==> config.mk <==
export PLATFORM = sky130hd
export DESIGN_NAME = pokey_key_scanner
export DESIGN_NICKNAME = d
export VERILOG_FILES = /design/src/rtl/pokey_pkg.sv /design/src/rtl/pokey_scan_timer.sv /design/src/rtl/pokey_key_scanner.sv
export SDC_FILE = /design/constraint.sdc
export NUM_CORES = 1
export LEC_CHECK = 0
export CAP_MARGIN = 30
export CORE_MARGIN = 8
export CORE_UTILIZATION = 50
export CTS_BUF_LIST = sky130_fd_sc_hd__clkbuf_16
export DETAILED_ROUTE_END_ITERATION = 8
export GPL_TIMING_DRIVEN = 0
export PLACE_DENSITY_LB_ADDON = 0.1
export SLEW_MARGIN = 20
export SYNTH_ARGS = -nofsm -noshare
export SYNTH_HDL_FRONTEND = slang
export SYNTH_SLANG_ARGS = --single-unit
==> constraint.sdc <==
create_clock -name o2 -period 6.2 [get_ports o2]
set_clock_uncertainty 0.2 [all_clocks]
set_input_delay 1.24 -clock o2 [delete_from_list [all_inputs] [get_ports o2]]
set_output_delay 1.24 -clock o2 [all_outputs]
set_load 0.01 [all_outputs]
==> src/rtl/pokey_pkg.sv <==
// Shared constants and FSM encoding for the POKEY keyboard scan path.
package pokey_pkg;

  localparam int         KEY_BITS_DEF  = 6;
  localparam int         SCAN_DIV_DEF  = 114;
  localparam int         DEBOUNCE_DEF  = 2;
  localparam logic [5:0] SHIFT_IDX_DEF = 6'h3E;
  localparam logic [5:0] CTRL_IDX_DEF  = 6'h3C;

  typedef enum logic [1:0] {
    ST_IDLE    = 2'd0,
    ST_CONFIRM = 2'd1,
    ST_HELD    = 2'd2
  } scan_state_t;

endpackage

==> src/rtl/pokey_scan_timer.sv <==
// Prescaler plus scan index counter; step is high on the last prescaler count.
// Both counters are held at zero while enable is low.
module pokey_scan_timer
  import pokey_pkg::*;
#(
  parameter int KEY_BITS = KEY_BITS_DEF,
  parameter int SCAN_DIV = SCAN_DIV_DEF
) (
  input  logic                o2,
  input  logic                rst_L,
  input  logic                enable,
  output logic                step,
  output logic [KEY_BITS-1:0] idx
);

  localparam int            PW       = $clog2(SCAN_DIV);
  localparam logic [PW-1:0] PRE_LAST = PW'(SCAN_DIV - 1);

  logic [PW-1:0] prescaler;

  assign step = enable && (prescaler == PRE_LAST);

  always_ff @(posedge o2 or negedge rst_L) begin
    if (!rst_L) begin
      prescaler <= '0;
      idx       <= '0;
    end else if (!enable) begin
      prescaler <= '0;
      idx       <= '0;
    end else if (step) begin
      prescaler <= '0;
      idx       <= idx + KEY_BITS'(1);
    end else begin
      prescaler <= prescaler + PW'(1);
    end
  end

endmodule

==> src/rtl/pokey_key_scanner.sv <==
// Keyboard scan engine: debounced key latch with shift/ctrl capture and a held irq.
// All key decisions happen on scan step edges; irq_ack is taken on any o2 edge.
module pokey_key_scanner
  import pokey_pkg::*;
#(
  parameter int                  KEY_BITS  = KEY_BITS_DEF,
  parameter int                  SCAN_DIV  = SCAN_DIV_DEF,
  parameter int                  DEBOUNCE  = DEBOUNCE_DEF,
  parameter logic [KEY_BITS-1:0] SHIFT_IDX = KEY_BITS'(SHIFT_IDX_DEF),
  parameter logic [KEY_BITS-1:0] CTRL_IDX  = KEY_BITS'(CTRL_IDX_DEF)
) (
  input  logic                o2,
  input  logic                rst_L,
  input  logic                enable,
  input  logic                debounce_en,
  input  logic                kr1_L,
  input  logic                kr2_L,
  input  logic                irq_ack,
  output logic [KEY_BITS-1:0] key_scan_L,
  output logic [KEY_BITS+1:0] kbcode,
  output logic                key_held,
  output logic                shift_held,
  output logic                key_irq,
  output logic                overrun
);

  localparam int          CW       = $clog2(DEBOUNCE + 1);
  localparam logic [CW:0] NEED_DB  = (CW + 1)'(DEBOUNCE);
  localparam logic [CW:0] NEED_ONE = (CW + 1)'(1);

  logic                step;
  logic [KEY_BITS-1:0] idx;
  scan_state_t         state;
  logic [KEY_BITS-1:0] cand;
  logic [CW-1:0]       cnt;
  logic [CW-1:0]       miss;
  logic                ctrl;
  logic [CW:0]         need;
  logic [CW:0]         cnt_inc;
  logic [CW:0]         miss_inc;
  logic                on_cand;
  logic                latch;

  pokey_scan_timer #(
    .KEY_BITS (KEY_BITS),
    .SCAN_DIV (SCAN_DIV)
  ) u_timer (
    .o2     (o2),
    .rst_L  (rst_L),
    .enable (enable),
    .step   (step),
    .idx    (idx)
  );

  assign key_scan_L = ~idx;
  assign need       = debounce_en ? NEED_DB : NEED_ONE;
  assign cnt_inc    = {1'b0, cnt} + NEED_ONE;
  assign miss_inc   = {1'b0, miss} + NEED_ONE;
  assign on_cand    = (idx == cand);

  // A latch in CONFIRM implies idx == cand, so idx is the latched code either way.
  always_comb begin
    latch = 1'b0;
    if (step) begin
      case (state)
        ST_IDLE:    latch = !kr1_L && (need == NEED_ONE);
        ST_CONFIRM: latch = on_cand && !kr1_L && (cnt_inc >= need);
        default:    latch = 1'b0;
      endcase
    end
  end

  always_ff @(posedge o2 or negedge rst_L) begin
    if (!rst_L) begin
      state      <= ST_IDLE;
      cand       <= '0;
      cnt        <= '0;
      miss       <= '0;
      kbcode     <= '0;
      key_held   <= 1'b0;
      shift_held <= 1'b0;
      ctrl       <= 1'b0;
      key_irq    <= 1'b0;
      overrun    <= 1'b0;
    end else begin
      if (latch)        key_irq <= 1'b1;
      else if (irq_ack) key_irq <= 1'b0;

      if (irq_ack)                 overrun <= 1'b0;
      else if (latch && key_irq)   overrun <= 1'b1;

      if (latch) kbcode <= {ctrl, shift_held, idx};

      if (step && (idx == SHIFT_IDX)) shift_held <= ~kr2_L;
      if (step && (idx == CTRL_IDX))  ctrl       <= ~kr2_L;

      if (!enable) begin
        state    <= ST_IDLE;
        key_held <= 1'b0;
        cnt      <= '0;
        miss     <= '0;
      end else if (step) begin
        case (state)
          ST_IDLE: begin
            if (!kr1_L) begin
              cand  <= idx;
              cnt   <= CW'(1);
              state <= latch ? ST_HELD : ST_CONFIRM;
            end
          end
          ST_CONFIRM: begin
            if (on_cand) begin
              if (kr1_L)              state <= ST_IDLE;
              else if (latch)         state <= ST_HELD;
              else if (!cnt_inc[CW])  cnt   <= cnt_inc[CW-1:0];
            end
          end
          ST_HELD: begin
            if (on_cand) begin
              if (!kr1_L) begin
                miss <= '0;
              end else if (miss_inc >= need) begin
                miss     <= '0;
                key_held <= 1'b0;
                state    <= ST_IDLE;
              end else if (!miss_inc[CW]) begin
                miss <= miss_inc[CW-1:0];
              end
            end
          end
          default: state <= ST_IDLE;
        endcase
        if (latch) begin
          key_held <= 1'b1;
          miss     <= '0;
        end
      end
    end
  end

endmodule

# Word-level counts from Yosys, hierarchy flattened
# Cells that the tools add are included.
[word_totals] out_inout_bits=18 reg_bits=38 wordCells=105
[op_classes] reduce_logical=16 addsub=4 order_cmp=2 bitwise_logic=3 muxes=45 n_eq_ne=23
[ops] op="2-to-1 mux 2 bit" n=26
[ops] op="!= test 3 bit, second input constant" n=8
[ops] op="!= test 3 x 1 -> 1 bit, second input constant" n=5
[ops] op="2-to-1 mux 7 bit" n=2
[ops] op="AND reduction 7 bit" n=2
[ops] op="equality test 6 bit, second input constant" n=2
[ops] op="2-to-1 mux 1 bit" n=12
[ops] op="2-to-1 mux 6 bit" n=2
[ops] op="AND reduction 4 bit" n=2
[ops] op="adder 7 x 1 -> 7 bit, second input constant" n=1
[ops] op="equality test 7 bit, second input constant" n=1
[ops] op="logical AND 1 bit" n=7
[ops] op="adder 2 x 1 -> 3 bit, second input constant" n=2
[ops] op="adder 6 x 1 -> 6 bit, second input constant" n=1
[ops] op="equality test 6 bit" n=1
[ops] op=">= comparator 3 x 2 -> 1 bit" n=2
[ops] op="inverter 6 bit" n=1
[ops] op="case mux 2 bit (3 select lines)" n=1
[ops] op="!= test 5 x 3 -> 1 bit, second input constant" n=1
[ops] op="AND reduction 5 bit" n=1
[ops] op="equality test 2 x 1 -> 1 bit, second input constant" n=2
[ops] op="!= test 4 bit, second input constant" n=1
[ops] op="case mux 2 bit (2 select lines)" n=1
[ops] op="nonzero test 2 bit" n=2
[ops] op="other kinds (6)" n=7

# Depth between registers and ports, before layout
[depth] depth_word=11 depth_mapped=8 ltp_nobuf=7

# By module
# A second synthesis with hierarchy kept.
[hier_totals] cells_unflattened=198 hier_area_um2=2100.8
[by_module_without_submodules] module="pokey_key_scanner" cells_each=132 area_each_um2=1423.9 instances=1 seq_area_each_um2=625.6
[by_module_without_submodules] module="pokey_scan_timer" cells_each=66 area_each_um2=676.9 instances=1 seq_area_each_um2=325.3

# Worst setup path after synthesis
# No wires, ideal clock.
[synth_timing] kind="input port to flip-flop" from="input debounce_en" to="register kbcode[0]" t_arrival_ns=2.980 path_buffers=1 path_stages=6 slack_ns=2.895 t_required_ns=5.875 path_cell_list="fa_1 > o31a_1 > or3_4 > o21ai_4 > buf_8 > mux2_4"
[synth_via] elab_chain_len=5 word_cells_on_any_way=7 cone_classes="1 x order compare; 1 x eq/ne; 3 x mux; 2 x reduce/logical"
[synth_lines] item="from (decl)" line_no="pokey_key_scanner.sv:15" source="input logic debounce_en,"
[synth_lines] item="2-to-1 mux 2 bit (*)" line_no="pokey_key_scanner.sv:56" source="assign need = debounce_en ? NEED_DB : NEED_ONE;"
[synth_lines] item=">= comparator 3 x 2 -> 1 bit or equality test 2 x 1 -> 1 bit (tied branches)" line_no="pokey_key_scanner.sv:67, pokey_key_scanner.sv:66"
[synth_lines] item="logical AND 1 bit (on tied branches)" line_no="pokey_key_scanner.sv:67, pokey_key_scanner.sv:66"
[synth_lines] item="case mux 1 bit (2 select lines) (*)" line_no="pokey_key_scanner.sv:65" source="case (state)"
[synth_lines] item="2-to-1 mux 1 bit (*)" line_no="pokey_key_scanner.sv:64" source="if (step) begin"
[synth_lines] item="to (signal assigned)" line_no="pokey_key_scanner.sv:92" source="if (latch) kbcode <= {ctrl, shift_held, idx};"
[synth_lines] item="to (decl)" line_no="pokey_key_scanner.sv:20" source="output logic [KEY_BITS+1:0] kbcode,"
# Mark *: on every way between the ends. The rest lies on a longest branch, timed or not.
# A chain may end at the register's enable or synchronous reset.

# Final worst setup path
# Ends and elaborated chain as after synthesis.

==> reports/qor.txt <==
OUTCOME
-----------------------------------------------------------------------------------------
Run status                                                                   finished, final reports clean

ROUTING
-----------------------------------------------------------------------------------------
First-pass detailed-route iteration total                                               4
Routed via count divided by cell count                                               5.39
Antenna-violating nets left                                                             0
Routed wire length per instance                                              16.0 microns
Total Wirelength                                                             4430 microns
Initial drt markers                                                                   126
Vias                                                                                 1487
Remaining DRCs                                                                          0

FLOORPLAN
-----------------------------------------------------------------------------------------
Placeable core area                                                            4030 sq um
Height of the die                                                            80.9 microns
# IOs                                                                                  25
Standard-cell row count                                                                23
Area of the die                                                                6550 sq um
Starting density of the core                                                        52.3%
Die outline width                                                            80.9 microns

PLACEMENT
-----------------------------------------------------------------------------------------
Placed insts                                                                          268
IO buf count                                                                           24
DP Wirelength                                                                3360 microns
RePlAce Congestion                                                                  0.839

STA
-----------------------------------------------------------------------------------------
Final worst path period need                                                      3.78 ns
Max Transition Viols Final                                                              0
Worst-Margin Slew                                                                0.545 ns
Endpoints failing setup                                                                 0
Hold violation total from the final report                                              0
Relative slew margins                                                               63.3%
Unrepaired setup endpoints after global routing                                     false
Share of the clock period used by the worst path                                    61.0%
Fmax                                                                              265 MHz
Final TNS setup                                                                      0 ns

CRITICAL PATH
-----------------------------------------------------------------------------------------
Total buffers and inverters traversed by the critical path                              2
Slowest library cell on the worst path                                       sky130_fd_sc_hd__clkdlybuf4s50_1
Worst setup path category                                                    primary input to flop
Cell-by-cell trace of the critical path                                      clkdlybuf4s50_1, fa_1, o31a_1, or3_4, o21ai_4, buf_8, mux2_4
Critical path peak fanout                                                              10
Startpoint Class                                                             primary input
Largest delay contributor family on the critical path                        buffers and inverters
Data required time of the worst path                                              6.16 ns
Critical Path Max Stage Delay                                                     0.58 ns
Worst path arrival time                                                           3.74 ns
Capturing element type of the critical path                                          flop

GRT
-----------------------------------------------------------------------------------------
GRT Total Usage                                                                     14.9%
Vias in the first global route                                                       1573
First-pass GRT wire length                                                   7590 microns
Antenna violations before repair                                                        0
Remaining global-route overflow                                                         0
Maximum number of pins on one net before global-route repair                           32

SYNTHESIS
-----------------------------------------------------------------------------------------
Flop and latch count out of synthesis                                                  38
Cell area after synthesis                                                      2110 sq um
Number of flops mapped to enable cells by yosys                                         0
Gate count of the mapped netlist                                                      193
Number of nets produced by synthesis                                                  211
Sequential area share after synthesis                                               45.1%
Dominant synthesized flop cell                                               sky130_fd_sc_hd__dfrtp_1
Count of unique library cells instantiated by Yosys                                    45
Proportion of register bits with asynchronous set or reset after synthesis           100%
Mean Syn Cell Area                                                             10.9 sq um
Warning count from the yosys run                                                        0

CLOCK NETWORK
-----------------------------------------------------------------------------------------
Root buffer selected by CTS                                                  sky130_fd_sc_hd__clkbuf_16
CTS Hold Buffers Added                                                                  0
H-Tree Level Count                                                                      2
Total clock buffers created by CTS                                                      5
Clock-pin transition on the worst setup and hold timing paths                     0.06 ns
TritonCTS clock tree                                                                built
Latest clock arrival within the worst-skew pair                                   0.28 ns
Number of buffers between clock root and the deepest sink                               2
Post-CTS setup repair buffer count                                                      0
Number of instances resized during post-cts repair                                      0
Sink Count                                                                             38

POWER AND IR DROP
-----------------------------------------------------------------------------------------
Portion of total power attributed to combinational logic                             9.1%
Sw Ratio                                                                            23.4%
Leakage                                                                           1.23 nW
Final Power                                                                        546 uW
Share of total power in the clock network                                           43.8%
Share of power burned in registers                                                  47.1%
Switching pwr                                                                      128 uW
Pint                                                                               419 uW
Power density relative to cell area                                           213 nW/um^2
Maximum vdd ir drop                                                                225 uV

CELLS AND AREA
-----------------------------------------------------------------------------------------
Final-layout fill cell count                                                          341
Utilization after layout                                                            63.7%
Non-filler cells in the finished layout                                               276
Number of nets in the final layout                                                    243
Share of final-layout standard cells stronger than drive strength 1                 15.5%
Synthesis-to-layout area growth                                                     21.8%
Number of antenna cells inserted                                                        0

JOB
-----------------------------------------------------------------------------------------
Count of max-cap constraint violations                                                  0

MIN PATH
-----------------------------------------------------------------------------------------
Type of the most critical hold path                                          flop to flop

==> power groups by stage <==
stage	Combinational (mW)	Clock, mW	Sequential, mW
floorplan	0.0297	0	0.261
global placement	0.0455	0	0.261
detailed placement	0.0501	0	0.262
CTS	0.0507	0.242	0.257
global route	0.0567	0.257	0.258
finish	0.0496	0.239	0.257
==> cell usage in the layout (no fill, tap or decap), drive strengths merged, types with 3 or more instances in the layout <==
cell,n
and3,4
buf,5
clkbuf,7
clkdlybuf4s50,23
dfrtp,38
ha,9
inv,19
mux2,14
mux2i,5
nand2,12
nand3,7
nand4,8
nor2,15
nor2b,3
o21ai,6
xnor2,9
xor2,6
==> sequential cells by signal, indices dropped and copies added, names as in the netlist <==
signal             count
cand                   6
cnt                    2
ctrl                   1
kbcode                 8
key_held               1
key_irq                1
miss                   2
overrun                1
shift_held             1
state                  2
u_timer.idx            6
u_timer.prescaler      7
==> per-layer routing <==
| layer | share of wire, % | GRT usage (%) | vias up |
|---|---|---|---|
| met5 | 0 | 0 | - |
| met4 | 0.95 | 4.64 | 0 |
| met3 | 4.2 | 5.08 | 6 |
| met2 | 49 | 23.9 | 26 |
| met1 | 46 | 18.5 | 726 |
| li1 | - | - | 729 |
==> worst reg2reg max path, delay by kind of cell, from the launching register on <==
family / cells / cell delay [ns]
AND/OR/NAND/NOR: 1 / 0.36
AO/OA/AOI/OAI: 2 / 0.61
buffers and inverters: 2 / 0.29
adder cells (fa/ha/maj): 1 / 0.49
flip-flops: 1 / 0.37
multiplexers: 1 / 0.30
==> synth_stat cells (3+ instances only) <==
cell type,instances,area share [%]
sky130_fd_sc_hd__mux2i_1,5,2.4
sky130_fd_sc_hd__nand4_1,8,2.4
sky130_fd_sc_hd__xnor2_1,9,3.7
sky130_fd_sc_hd__nor2_1,15,2.7
sky130_fd_sc_hd__dfrtp_1,38,45
sky130_fd_sc_hd__nand3_1,6,1.4
sky130_fd_sc_hd__xor2_1,6,2.5
sky130_fd_sc_hd__o21ai_0,5,1.2
sky130_fd_sc_hd__mux2_2,9,4.8
sky130_fd_sc_hd__inv_1,19,3.4
sky130_fd_sc_hd__and3_1,4,1.2
sky130_fd_sc_hd__ha_1,9,5.3
sky130_fd_sc_hd__nand2_1,11,2.0
sky130_fd_sc_hd__nor2b_1,3,0.89
sky130_fd_sc_hd__mux2_4,5,3.6
==> path summary, 6_finish.rpt <==
| kind | slack [ns] | endpoint | cells past startpoint | start |
|---|---|---|---|---|
| min reg2reg | 0.30 | overrun$_DFFE_PN0P_ | 1 | overrun$_DFFE_PN0P_ |
| max in group asynchronous | 4.77 | kbcode[2]$_DFFE_PN0P_ | 2 | rst_L |
| min | 0.30 | overrun$_DFFE_PN0P_ | 1 | overrun$_DFFE_PN0P_ |
| min in group asynchronous | 0.61 | cnt[1]$_DFFE_PN0P_ | 1 | rst_L |
| max reg2reg | 3.47 | kbcode[0]$_DFFE_PN0P_ | 7 | cnt[0]$_DFFE_PN0P_ |
| max | 2.42 | kbcode[0]$_DFFE_PN0P_ | 7 | debounce_en |
==> layout make-up <==
type	count	area [sq um]	area share, %
plain buffers	5	32.5	1.27
clock buffers	5	125	4.88
clock inverters	3	16.3	0.634
inverters	19	71.3	2.78
multi-input cells	131	1050	41.0
flip-flops and latches	38	951	37.1
well taps	50	62.6	2.44
repair buffers	25	255	9.95
==> cell families (layout without fill, tap and decap cells) <==
| logic type | Yosys count | in the layout | share of synthesized area, % |
|---|---|---|---|
| AOI/OAI and AO/OA | 23 | 23 | 9.09 |
| xor gates and xnor gates | 15 | 15 | 6.24 |
| adders and majority gates | 11 | 11 | 7.24 |
| buffers and inverters | 24 | 57 | 4.93 |
| DFF | 38 | 38 | 45.1 |
| muxes | 19 | 19 | 10.7 |
| and+or+nand+nor | 63 | 63 | 16.6 |
==> per-stage QoR <==
step | instance area (sq um) | hold slack [ns] | worst slack (ns)
global route | 2570 | 0.323 | 2.33
CTS | 2570 | 0.311 | 2.40
finish | 2570 | 0.303 | 2.42
floorplan | 2110 | 0.274 | 2.89
detailed placement | 2420 | 0.299 | 2.14
global placement | 2410 | 0.290 | 2.15
No activity file was read; power rests on OpenSTA's default activity.
